File: config.mk
export PLATFORM = sky130hd
export DESIGN_NAME = binary_divider_seq
export DESIGN_NICKNAME = d
export VERILOG_FILES = /design/src/rtl/binary_divider_seq.sv
export SDC_FILE = /design/constraint.sdc
export NUM_CORES = 1
export LEC_CHECK = 0
export CAP_MARGIN = 20
export CORE_MARGIN = 3
export CORE_UTILIZATION = 25
export CTS_CLUSTER_DIAMETER = 30
export CTS_CLUSTER_SIZE = 24
export DETAILED_ROUTE_END_ITERATION = 10
export GPL_TIMING_DRIVEN = 0
export PLACE_DENSITY = 0.4
export SLEW_MARGIN = 0
export SYNTH_ARGS = -nofsm -noshare
export SYNTH_HDL_FRONTEND = slang
export SYNTH_SLANG_ARGS = --single-unit
File: constraint.sdc
create_clock -name CLK -period 2.82 [get_ports CLK]
set_input_delay 0.423 -clock CLK [delete_from_list [all_inputs] [get_ports CLK]]
set_output_delay 0.423 -clock CLK [all_outputs]
set_load 0.01 [all_outputs]
File: src/rtl/binary_divider_seq.sv
// Sequential restoring shift-subtract unsigned divider, one quotient bit per
// SHIFT/SUB pair, sharing the G/LOAD/FINISH handshake of the shift-add multiplier.
module binary_divider_seq #(
    parameter int N = 4
) (
    input  logic         CLK,
    input  logic         RESET,
    input  logic         G,
    input  logic         LOADD,
    input  logic         LOADV,
    input  logic [N-1:0] DIV_IN,
    output logic [N-1:0] QUOT_OUT,
    output logic [N-1:0] REM_OUT,
    output logic         DIV_FINISH,
    output logic         DIV_BY_ZERO
);
    localparam int CW = $clog2(N) + 1;

    typedef enum logic [2:0] {
        IDLE  = 3'd0,
        SHIFT = 3'd1,
        SUB   = 3'd2,
        OUT   = 3'd3,
        DONE  = 3'd4
    } state_t;

    state_t        state_q, state_d;
    logic [N-1:0]  q_q, q_d;
    logic [N-1:0]  b_q, b_d;
    logic [N:0]    a_q, a_d;
    logic [CW-1:0] cnt_q, cnt_d;
    logic [N-1:0]  quot_q, quot_d;
    logic [N-1:0]  rem_q, rem_d;
    logic          fin_q, fin_d;
    logic          dbz_q, dbz_d;
    logic          zero_q, zero_d;
    logic [N:0]    diff;

    assign diff = a_q - {1'b0, b_q};

    always_comb begin
        state_d = state_q;
        q_d     = q_q;
        b_d     = b_q;
        a_d     = a_q;
        cnt_d   = cnt_q;
        quot_d  = quot_q;
        rem_d   = rem_q;
        fin_d   = fin_q;
        dbz_d   = dbz_q;
        zero_d  = zero_q;
        case (state_q)
            IDLE: begin
                fin_d = 1'b0;
                if (LOADD) q_d = DIV_IN;
                if (LOADV) b_d = DIV_IN;
                // Zero test uses the divisor as updated by this same edge's load.
                if (G) begin
                    if (b_d != '0) begin
                        a_d     = '0;
                        cnt_d   = CW'(N);
                        zero_d  = 1'b0;
                        state_d = SHIFT;
                    end else begin
                        zero_d  = 1'b1;
                        state_d = OUT;
                    end
                end
            end
            SHIFT: begin
                a_d     = {a_q[N-1:0], q_q[N-1]};
                q_d     = {q_q[N-2:0], 1'b0};
                state_d = SUB;
            end
            SUB: begin
                // Borrow in diff[N] means the trial subtract failed: keep A.
                if (!diff[N]) begin
                    a_d    = diff;
                    q_d[0] = 1'b1;
                end
                cnt_d   = cnt_q - 1'b1;
                state_d = (cnt_q == CW'(1)) ? OUT : SHIFT;
            end
            OUT: begin
                if (zero_q) begin
                    quot_d = '1;
                    rem_d  = q_q;
                    dbz_d  = 1'b1;
                end else begin
                    quot_d = q_q;
                    rem_d  = a_q[N-1:0];
                    dbz_d  = 1'b0;
                end
                fin_d   = 1'b1;
                state_d = DONE;
            end
            DONE: begin
                if (!G) state_d = IDLE;
            end
            default: state_d = IDLE;
        endcase
    end

    always_ff @(posedge CLK) begin
        if (!RESET) begin
            state_q <= IDLE;
            q_q     <= '0;
            b_q     <= '0;
            a_q     <= '0;
            cnt_q   <= '0;
            quot_q  <= '0;
            rem_q   <= '0;
            fin_q   <= 1'b0;
            dbz_q   <= 1'b0;
            zero_q  <= 1'b0;
        end else begin
            state_q <= state_d;
            q_q     <= q_d;
            b_q     <= b_d;
            a_q     <= a_d;
            cnt_q   <= cnt_d;
            quot_q  <= quot_d;
            rem_q   <= rem_d;
            fin_q   <= fin_d;
            dbz_q   <= dbz_d;
            zero_q  <= zero_d;
        end
    end

    assign QUOT_OUT    = quot_q;
    assign REM_OUT     = rem_q;
    assign DIV_FINISH  = fin_q;
    assign DIV_BY_ZERO = dbz_q;
endmodule

==> load_flow_metrics.sql <==
INSERT INTO impl_metrics (metric_group, metric, value, unit) VALUES
('clock_network', 'numCtsBuffers', '5', ''),
('die', 'io_pins', '19', ''),
('synth', 'syn_inst', '179', ''),
('final_layout', 'fraction_of_layout_cells_with_a_size_suffix_above_1', '9.804', '%'),
('die', 'starting_density_of_the_core', '26.02', '%'),
('timing', 'final_report_max_slew_violation_count', '0', ''),
('power_and_ir_drop', 'power_per_cell_area', '620.1', 'nW/um^2'),
('placed_design', 'place.gp.congestion', '0.7779', ''),
('grt', 'grt_start_max_net_pins', '11', ''),
('routing', 'route.vias.total', '1346', ''),
('die', 'fp-row-count', '28', ''),
('clock_network', 'postCtsSetupRepairBufs', '0', ''),
('grt', 'grt_pass1_vias', '1256', ''),
('hold_path', 'whs_path_depth', '2', ''),
('routing', 'antenna_violating_nets_post_route', '0', ''),
('setup_path', 'worst_r2r_path_depth', '8', ''),
('setup_path', 'cp_data_arrival_time', '2.57', 'ns'),
('clock_network', 'insertion_delay', '0.28', 'ns'),
('placed_design', 'placed_cells_incl_taps', '271', ''),
('synth', 'yosysUniqueCellTypes', '43', ''),
('clock_network', 'root_buffer', 'clkbuf_8', ''),
('synth', 'post-synth-top-area-fraction', '38.52', '%'),
('final_layout', 'fillerInstances', '616', ''),
('clock_network', 'cts.clk_slew.worst_paths', '0.06', 'ns'),
('final_layout', 'area_growth', '22.79', '%'),
('timing', 'max_slew_margin', '52.31', '%'),
('timing', 'final.setup.tns', '0', 'ns'),
('outcome', 'result_of_the_run', 'finished, final reports clean', ''),
('clock_network', 'cts_hold_repair.buffers', '0', ''),
('synth', 'async_reset_ff_share', '0', '%'),
('routing', 'totalWireLength', '3886', 'um'),
('final_layout', 'area_used_by_sequential_logic_in_the_layout', '600.6', 'sq um'),
('timing', 'finalSetupViolCount', '0', ''),
('final_layout', 'final_cells', '279', ''),
('synth', 'post-synth-top-area-cell', 'dfxtp_1', ''),
('synth', 'ys_seq_area_share', '38.52', '%'),
('clock_network', 'ctsLongestPathBuffers', '2', ''),
('timing', 'finalClockSkew', '0.004123', 'ns'),
('grt', 'grt_antenna_before_repair', '0', ''),
('routing', 'drcViolationCount', '0', ''),
('clock_network', 'cts_repair_resize_count', '0', ''),
('placed_design', 'place.port_buffers', '17', ''),
('final_layout', 'fin_nets', '219', ''),
('synth', 'synthesis.area_per_instance', '8.709', 'sq um'),
('routing', 'drt_iter0_drcs', '69', ''),
('timing', 'fin_crit', '2.378', 'ns'),
('synth', 'dominantRegCellSynth', 'dfxtp_1', ''),
('timing', 'hold_viol_final', '0', ''),
('setup_path', 'timing.critical_path.fanout_max', '8', ''),
('die', 'die_x', '84.97', 'um'),
('flow_run', 'maxCapViolCount', '0', ''),
('setup_path', 'crit_required', '3.01', 'ns'),
('routing', 'vias_per_cell', '4.824', ''),
('timing', 'grt_setup_unrepaired', 'false', ''),
('die', 'chipHeight', '84.97', 'um'),
('placed_design', 'detailedPlacementHpwl', '2934', 'um'),
('routing', 'routedWlPerCell', '13.93', 'um'),
('synth', 'synth_nets', '195', ''),
('setup_path', 'path_class', 'flip-flop to flip-flop', ''),
('grt', 'grt_overflow_total', '0', ''),
('power_and_ir_drop', 'power.total', '1.187', 'mW'),
('hold_path', 'holdCritPathClass', 'flip-flop to flip-flop', ''),
('clock_network', 'deepest_level_of_the_cts_h_tree', '2', ''),
('die', 'die_area', '7220', 'sq um'),
('timing', 'achievable-frequency', '0.4205', 'GHz'),
('synth', 'synthTopCellsByArea', 'dfxtp_1 (39%), nor2_1 (8.2%), mux2i_1 (6.4%)', ''),
('synth', 'count_of_flip_flops_with_a_built_in_enable_after_synthesis', '0', ''),
('synth', 'netlist_area', '1559', 'sq um'),
('setup_path', 'r2r_setup_slack', '0.44', 'ns'),
('clock_network', 'cts_num_sinks', '30', ''),
('timing', 'min_period_over_period', '84.32', '%'),
('final_layout', 'antenna-diode-count', '0', ''),
('routing', 'detail_route.first_pass.iterations', '4', ''),
('setup_path', 'setup.worst_path.end_class', 'flip-flop', ''),
('setup_path', 'critical_path.startpoint_type', 'flip-flop', ''),
('clock_network', 'tritoncts', 'built', ''),
('die', 'coreArea', '5991', 'sq um'),
('timing', 'tightest_pin_transition', '0.7134', 'ns'),
('grt', 'grt.total_usage', '11.41', '%'),
('power_and_ir_drop', 'cellLeakagePower', '0.6845', 'nW'),
('power_and_ir_drop', 'vdd_drop_max', '0.1816', 'mV'),
('final_layout', 'multi_input_comb_area', '888.4', 'sq um'),
('synth', 'synth-seq-cells', '30', ''),
('synth', 'yosysWarnings', '0', ''),
('grt', 'grt_pass1_wl', '6437', 'um');
## worst paths after layout
check,start,to
setup reg to reg,a_q[0],a_q[1]
hold / removal,cnt_q[1],cnt_q[1]
hold reg to reg,cnt_q[1],cnt_q[1]
setup / recovery,a_q[0],a_q[1]
## area by class of cell
class	instances	share of cell area (%)
buffer	9	1.895
clock inverter	1	0.2614
clock buffer	7	4.510
timing repair buffer	17	8.889
multi-input combinational	131	46.41
inverter	9	1.765
sequential	30	31.37
tap	75	4.902
## logic make-up (layout without fill, tap and decap cells)
logic type	Yosys count	in the layout	share of synthesized area (%)
and+or+nand+nor	66	66	20.79
AOI/OAI and AO/OA	45	45	21.51
DFF	30	30	38.52
buffers and inverters	18	43	4.494
muxes	13	13	8.588
adders and majority gates	7	7	6.099
## report_power, final
group | total [mW] | leakage, nW | internal [mW] | switching (mW)
clock network | 0.364 | 0.0482 | 0.197 | 0.167
logic | 0.321 | 0.391 | 0.143 | 0.178
registers | 0.502 | 0.245 | 0.466 | 0.0365
total | 1.19 | 0.685 | 0.805 | 0.382
## metrics by stage
| stage | cell area (sq um) | utilization, % | hold slack, ns | setup WS, ns |
|---|---|---|---|---|
| 6_report | 1914 | 31.95 | 0.4811 | 0.4421 |
| 5_1_grt | 1914 | 31.95 | 0.4961 | 0.1944 |
| 4_1_cts | 1914 | 31.95 | 0.4818 | 0.4419 |
| 3_5_place_dp | 1823 | 30.43 | 0.4723 | 0.4633 |
| 3_3_place_gp | 1823 | 30.43 | 0.4611 | 0.4621 |
| 2_1_floorplan | 1559 | - | 0.4486 | 0.7206 |
## critical path, cell delays in order, from the launching register on
cell,delay [ns]
dfxtp_1,0.35
inv_1,0.07
ha_1,0.21
fa_1,0.38
nand2b_1,0.23
a21o_1,0.21
a211oi_2,0.44
a21oi_1,0.15
a311oi_1,0.25
## per-layer routing
metal / up-vias / GRT usage, % / share of wire [%]
met5: - / 0 / 0
met1: 637 / 14.59 / 50
met2: 18 / 18.08 / 45
li1: 684 / - / -
met3: 7 / 3.398 / 3.3
met4: 0 / 4.317 / 1.5
## registers in the layout (all words and copies together), names as in the netlist
name	count
a_q	5
QUOT_OUT	4
REM_OUT	4
b_q	4
q_q	4
cnt_q	3
state_q	3
DIV_BY_ZERO	1
DIV_FINISH	1
zero_q	1
## synth_stat cells, types with 2 or more instances
master,count
nor2_1,34
dfxtp_1,30
a21oi_1,11
mux2i_1,10
a211oi_1,9
nand2_1,9
inv_1,8
o21ai_0,7
clkbuf_1,6
ha_1,6
nor2b_1,5
nand2b_1,4
mux2_2,3
o21a_1,3
a311oi_1,2
a32oi_1,2
and2_1,2
buf_2,2
nand3_1,2
## cells in the final DEF (no fill, tap or decap), drive strengths merged
cell type	count
or3	1
nor3	1
o22ai	1
nor2	34
clkdlybuf4s50	17
o32ai	1
nand3	3
mux2	3
a21o	1
and2	2
mux2i	10
clkbuf	13
o31ai	1
nor2b	5
dfxtp	30
nand2b	4
or3b	1
a32oi	2
nor4b	1
o21ai	8
a31oi	1
nand4	1
and3	1
ha	6
a311oi	2
inv	9
o22a	1
nand2	9
or4	1
or4b	1
nor4	1
a211oi	10
a32o	1
a2111oi	2
clkinv	1
a21oi	11
o21a	3
buf	3
fa	1
Power figures use the tool's default switching activity.
